File: src/rtl/seq_divider.sv
// Sequential restoring shift-subtract divider: 2N-bit dividend / N-bit divisor,
// one quotient bit per clock, with a start/busy/done handshake.
module seq_divider #(
  parameter int N = 4
) (
  input  logic           clk,
  input  logic           clr,
  input  logic           start,
  input  logic [2*N-1:0] dividend_in,
  input  logic [N-1:0]   divisor_in,
  output logic           busy,
  output logic           done,
  output logic           div_zero,
  output logic [2*N-1:0] quotient,
  output logic [N-1:0]   remainder
);

  localparam int CW = $clog2(2*N + 1);

  localparam logic [1:0] IDLE = 2'd0;
  localparam logic [1:0] RUN  = 2'd1;
  localparam logic [1:0] DONE = 2'd2;

  logic [1:0]     state;
  logic [2*N-1:0] dividend_sr;
  logic [N-1:0]   divisor_q;
  logic [N:0]     partial_rem;
  logic [2*N-1:0] quot_q;
  logic [CW-1:0]  count;
  logic           div_zero_q;

  // Trial subtract: the extra MSB of trial only exists so the compare can see
  // the bit shifted out of the partial remainder.
  logic [N:0] trial;
  logic [N:0] diff;
  logic       ge;

  // NOTE: every signal driven here gets a value on every path, so no latches.
  always_comb begin
    trial = {partial_rem[N-1:0], dividend_sr[2*N-1]};
    diff  = trial - {1'b0, divisor_q};
    ge    = (trial >= {1'b0, divisor_q});
  end

  // NOTE: sequential state uses non-blocking assignments only, so every
  // register samples the pre-edge values of its neighbours.
  always_ff @(posedge clk or posedge clr) begin
    if (clr) begin
      state       <= IDLE;
      dividend_sr <= '0;
      divisor_q   <= '0;
      partial_rem <= '0;
      quot_q      <= '0;
      count       <= '0;
      div_zero_q  <= 1'b0;
    end else begin
      case (state)
        IDLE: begin
          if (start) begin
            dividend_sr <= dividend_in;
            divisor_q   <= divisor_in;
            count       <= CW'(2*N);
            div_zero_q  <= (divisor_in == '0);
            if (divisor_in == '0) begin
              // Divide by zero: result is fixed, no iterations run.
              quot_q      <= '1;
              partial_rem <= {1'b0, dividend_in[N-1:0]};
              state       <= DONE;
            end else begin
              quot_q      <= '0;
              partial_rem <= '0;
              state       <= RUN;
            end
          end
        end
        RUN: begin
          dividend_sr <= {dividend_sr[2*N-2:0], 1'b0};
          partial_rem <= ge ? diff : trial;
          quot_q      <= {quot_q[2*N-2:0], ge};
          count       <= count - CW'(1);
          if (count == CW'(1)) state <= DONE;
        end
        DONE:    state <= IDLE;
        default: state <= IDLE;
      endcase
    end
  end

  assign busy      = (state != IDLE);
  assign done      = (state == DONE);
  assign div_zero  = div_zero_q;
  assign quotient  = quot_q;
  assign remainder = partial_rem[N-1:0];

endmodule

File: config.mk
export PLATFORM = sky130hd
export DESIGN_NAME = seq_divider
export DESIGN_NICKNAME = d
export VERILOG_FILES = /design/src/rtl/seq_divider.sv
export SDC_FILE = /design/constraint.sdc
export NUM_CORES = 1
export LEC_CHECK = 0
export ABC_CLOCK_PERIOD_IN_PS = 2500
export CAP_MARGIN = 5
export CORE_AREA = 2 2 84 86
export CTS_BUF_LIST = sky130_fd_sc_hd__clkbuf_4 sky130_fd_sc_hd__clkbuf_8 sky130_fd_sc_hd__clkbuf_16
export DETAILED_ROUTE_END_ITERATION = 6
export DIE_AREA = 0 0 86 88
export PLACE_DENSITY_LB_ADDON = 0.25
export SYNTH_ARGS = -nofsm -noshare
export SYNTH_HDL_FRONTEND = slang
export SYNTH_SLANG_ARGS = --single-unit
export TNS_END_PERCENT = 5
File: constraint.sdc
create_clock -name clk -period 2.5 [get_ports clk]
set_clock_uncertainty 0.15 [all_clocks]
set_input_delay 0.375 -clock clk [delete_from_list [all_inputs] [get_ports clk]]
set_output_delay 0.375 -clock clk [all_outputs]
set_load 0.02 [all_outputs]
* After elaboration in Yosys (flattened, before gate mapping)
Cells that the tools add are included.
** Storage, ports and cells
- Register bits :: 31
- Bits in latches :: 0
- RAM bits :: 0
- Memory bits (read-only) :: 0
- Input bits :: 15
- Output and inout port bits :: 15
- Logic and storage cells :: 37
- Memories :: 0
** Operators by class
- Add/sub/neg operators :: 2
- Multipliers :: 0
- Divide/modulo/power cells :: 0
- Magnitude comparators :: 1
- Equal/unequal tests :: 5
- Shift-type cells :: 0
- Mux-type cells :: 15
- Bitwise gates (word level) :: 0
- Reduce and logical (&&, ||, !) cells :: 7
** Operator list (number)
- one-hot mux 8 bit (2 select lines) :: 2
- 2-to-1 mux 8 bit :: 3
- 2-to-1 mux 4 bit :: 4
- one-hot mux 4 bit (2 select lines) :: 2
- 2-to-1 mux 2 bit :: 3
- AND reduction 2 bit :: 3
- >= comparator 5 x 4 -> 1 bit :: 1
- == test 4 x 1 -> 1 bit (second input constant) :: 1
- zero test 4 bit :: 1
- != test 2 bit (second input constant) :: 2
- one-hot mux 2 bit (2 select lines) :: 1
- nonzero test 2 bit :: 2
- subtractor 4 x 1 -> 4 bit (second input constant) :: 1
- subtractor 4 bit :: 1
- == test 2 x 1 -> 1 bit (second input constant) :: 1
- == test 2 bit (second input constant) :: 1
- zero test 2 bit :: 1

* Depth between registers and ports, before layout
- Depth in word-level cells :: 4
- Depth in mapped cells :: 7
- Gate-level depth less buffers :: 7

* Worst setup path after synthesis
Ideal clock, no wire load.
- Path type :: flip-flop to flip-flop
- Start point :: register partial_rem[1]
- End point :: register partial_rem[3]
- Setup time :: 133 ps
- Arrival :: 1646 ps
- Data required time :: 2217 ps
- Slack :: 570 ps
- Stages on the path, launching flop included :: 6
- Path buffers :: 0
- Period minus slack after synthesis :: 1930 ps
- Path through :: dfrtp_1 > ha_1 > or2_1 > a211oi_2 > or3_1 > o211ai_1
** Between the ends
- Longest elaborated chain between the ends :: 3
- Elaborated cells between the ends (all ways) :: 4
- Classes of those cells :: add/sub: 1; order compare: 1; mux: 2
** Ends and longest elaborated chain
- start, declared :: line 27 : logic [N:0] partial_rem;
- start signal, assigned :: line 67 : partial_rem <= {1'b0, dividend_in[N-1:0]};
- start signal, assigned :: line 78 : partial_rem <= ge ? diff : trial;
- subtractor 4 bit or >= comparator 5 x 4 -> 1 bit (tied branches) :: line 41, 42
- 2-to-1 mux 4 bit (*) :: line 78
- one-hot mux 4 bit (2 select lines) (*) :: line 57 : case (state)
Every way passes the cells marked *; elsewhere a longest branch is shown, timed or not.
A chain may end at the register's enable or synchronous reset.

* Worst setup path in the final report
- Start point :: register state[0]
- End point :: output port busy
** Between the ends
- Longest elaborated chain between the ends :: 1
** Ends and longest elaborated chain
- start, declared :: line 24 : logic [1:0] state;
- start signal, assigned :: line 49 : state <= IDLE;
- start signal, assigned :: line 68 : state <= DONE;
- start signal, assigned :: line 72 : state <= RUN;
- nonzero test 2 bit :: line 89 : assign busy = (state != IDLE);
- end, declared :: line 11 : output logic busy,
Every way passes these cells.

==> key figures <==
Pwr
  • PD cells: 1350 nW/um^2
  • Switch share: 0.416
  • Clock power share: 0.159
  • Peak supply drop: 0.000478 V
  • Leakage: 0.878 nW
  • Comb pwr share: 0.513
  • NetSw: 0.00117 W
  • Pint: 0.00165 W
  • Reg power frac: 0.327

Clocking
  • CTS tree: built
  • Inserted Clock Buffers: 5
  • H-Tree Depth: 2
  • Setup bufs post-CTS: 0
  • Max Buffers Root-to-Sink: 2
  • Root buffer cell: clkbuf_8
  • Clk pin slew, worst setup/hold paths: 0.07 ns
  • Hold buffer count at CTS: 0
  • Num Clock Sinks: 31
  • Clock Latency Late Sink: 0.28 ns
  • Post-CTS Resized: 0

Critical path
  • Critical path arrival: 1.55 ns
  • Setup crit end kind: output pin
  • Critical Path RT: 1.98 ns
  • CP startpoint kind: flip-flop
  • Critical Setup Path Class: flip-flop to output pin
  • CP max FO: 8

Placed design
  • RD Place Congestion: 0.686
  • Detailed Place HPWL: 2.55 mm
  • Placed cells: 280
  • Worst slack at placement: 0.364 ns
  • IO buf count: 29

Timing
  • Worst slew pin tran: 0.486 ns
  • Part of the cycle the worst path needs: 0.829
  • Setup ws final: 0.429 ns
  • RSZ-0062 raised after global routing: no
  • Relative slew slack: 0.676
  • Slew Limit Fails: 0
  • Fin Setup TNS: 0 ns
  • Final Setup Violations: 0
  • Final Hold Viols: 0
  • Fin crit period: 2.07 ns
  • Max Clock Freq: 483 MHz
  • Hold Slack: 0.320 ns

Floorplan
  • Core ar.: 6640 sq um
  • I/O pin cnt: 30
  • Die width: 86 um
  • Die Y: 88 um
  • Initial cell density of the core: 0.243
  • Site row count: 30
  • Full die area: 7570 sq um

GRT
  • Initial antenna violation count: 0
  • Global-route wire length before repair: 6.27 mm
  • GRT Residual Overflow: 0
  • Vias in the first global route: 1,284
  • Global Route Usage Sum: 0.107
  • Largest net degree at the start of global routing: 32

Synth
  • Synth cell count leaders: 35 x nand2_1, 31 x dfrtp_1, 14 x nor2_1
  • Cell with the most instances after synthesis: nand2_1
  • Post-synth ARST share: 1.00
  • Top post-synthesis cells by area: dfrtp_1 48%, nand2_1 8.1%, ha_1 4.6%, a31oi_1 4.3%, nor2_1 3.3%
  • Area share of the largest cell type after synthesis: 0.480
  • EDFF count, synth: 0
  • Syn Nets: 198
  • Seq/Total Area, Yosys: 0.480
  • Yosys warning count: 0
  • Syn_area_per_cell: 9.18 sq um
  • Synthesized cell area: 1620 sq um
  • Gate Count Post-Synth: 176
  • Yosys cell types: 34
  • Top_reg_cell synth: dfrtp_1
  • Leading area contributor after synthesis: dfrtp_1
  • Synthesis-stage register bit count: 31

Route
  • DRC Markers: 0
  • Drt first-iter violations: 48
  • Drt via density: 4.51
  • Vias: 1,299
  • Wirelength per Cell: 12.8 um
  • Initial DRT Pass Iterations: 4
  • DRT Wirelength: 3.69 mm
  • Remaining antenna violation count after routing: 0

Run
  • MaxCap Viol Count: 0

Final layout
  • Diode count: 0
  • Non-filler cells, final: 288
  • Share of post-route cells with drive strength above 1: 0.0865
  • Nets@finish: 229
  • Area grow syn2layout: 29.1%

Status
  • Status: complete, no violations

Hold path
  • Type of the most critical hold path: input pin to async pin
-- final cells by class --
class	count	area, sq um
clock buffer	7	96.3
clock inverter	1	7.51
fill	698	4560
inverter	9	33.8
multi-input combinational	127	753
sequential	31	776
tap	80	100
timing repair buffer	33	320
-- cell families (layout without fill, tap and decap cells) --
family,Yosys count,in the layout,synth area share
adders and majority gates,7,7,0.0588
and+or+nand+nor,71,71,0.212
DFF,31,31,0.480
buffers and inverters,18,50,0.0542
xor gates and xnor gates,4,4,0.0217
AOI/OAI and AO/OA,45,45,0.173
-- through the flow --
stage          total power [W]   util  instance area, sq um
2_1_floorplan          0.00196      -                  1620
3_3_place_gp           0.00239  0.298                  1980
3_5_place_dp           0.00240  0.298                  1980
4_1_cts                0.00287  0.314                  2090
5_1_grt                0.00310  0.314                  2090
6_report               0.00282  0.314                  2090
-- state kept, by name (all words and copies together), names as in the netlist --
name,cells
div_zero,1
quotient,8
partial_rem,4
count,4
divisor_q,4
state,2
dividend_sr,8
-- cell usage in the layout (no fill, tap or decap), types with 2 or more instances in the layout --
cell type        Yosys  final
a21oi_1              9      9
a31oi_1             11     11
and2_1               5      5
buf_4                3      4
clkbuf_8             0      7
clkdlybuf4s50_1      0     29
dfrtp_1             31     31
ha_1                 6      6
inv_1                9      9
nand2_1             35     35
nand2b_1             2      2
nand3_1              3      3
nor2_1              14     14
nor2b_1              2      2
o211ai_1             5      5
o21ai_0              9      9
o21ai_1              5      5
or3_1                2      2
or4_1                2      2
or4_4                2      2
xnor2_1              3      3
-- routing by layer --
layer  track usage  wire length, um  vias up
met4        0.0476               43        0
met2         0.166             1660       24
li1              -                -      667
met1         0.140             1830      604
met5             0                0        -
met3        0.0311              161        4
-- critical path, stage by stage (launching register included) --
cell,delay [ns]
dfrtp_1,0.50
nor2_1,0.11
inv_1,0.06
clkdlybuf4s50_1,0.59
-- power by group through the flow --
stage / logic, W / registers (W) / clock network (W)
6_report: 0.00145 / 0.000923 / 0.000449
5_1_grt: 0.00164 / 0.000966 / 0.000492
4_1_cts: 0.00147 / 0.000926 / 0.000470
3_5_place_dp: 0.00147 / 0.000934 / 0
3_3_place_gp: 0.00146 / 0.000936 / 0
2_1_floorplan: 0.000959 / 0.000999 / 0
-- worst paths after layout --
check,from,endpoint,slack (ns),cells after the start
worst min register to register,quotient[7],quotient[7],0.35,2
min in group clk,quotient[7],quotient[7],0.35,2
worst max register to register,partial_rem[1],partial_rem[3],0.48,5
worst max-delay path,state[0],busy,0.43,3
max in group asynchronous,clr,state[1],1.58,3
worst min-delay path,clr,count[0],0.32,3
(Power assumes the default switching activity.)
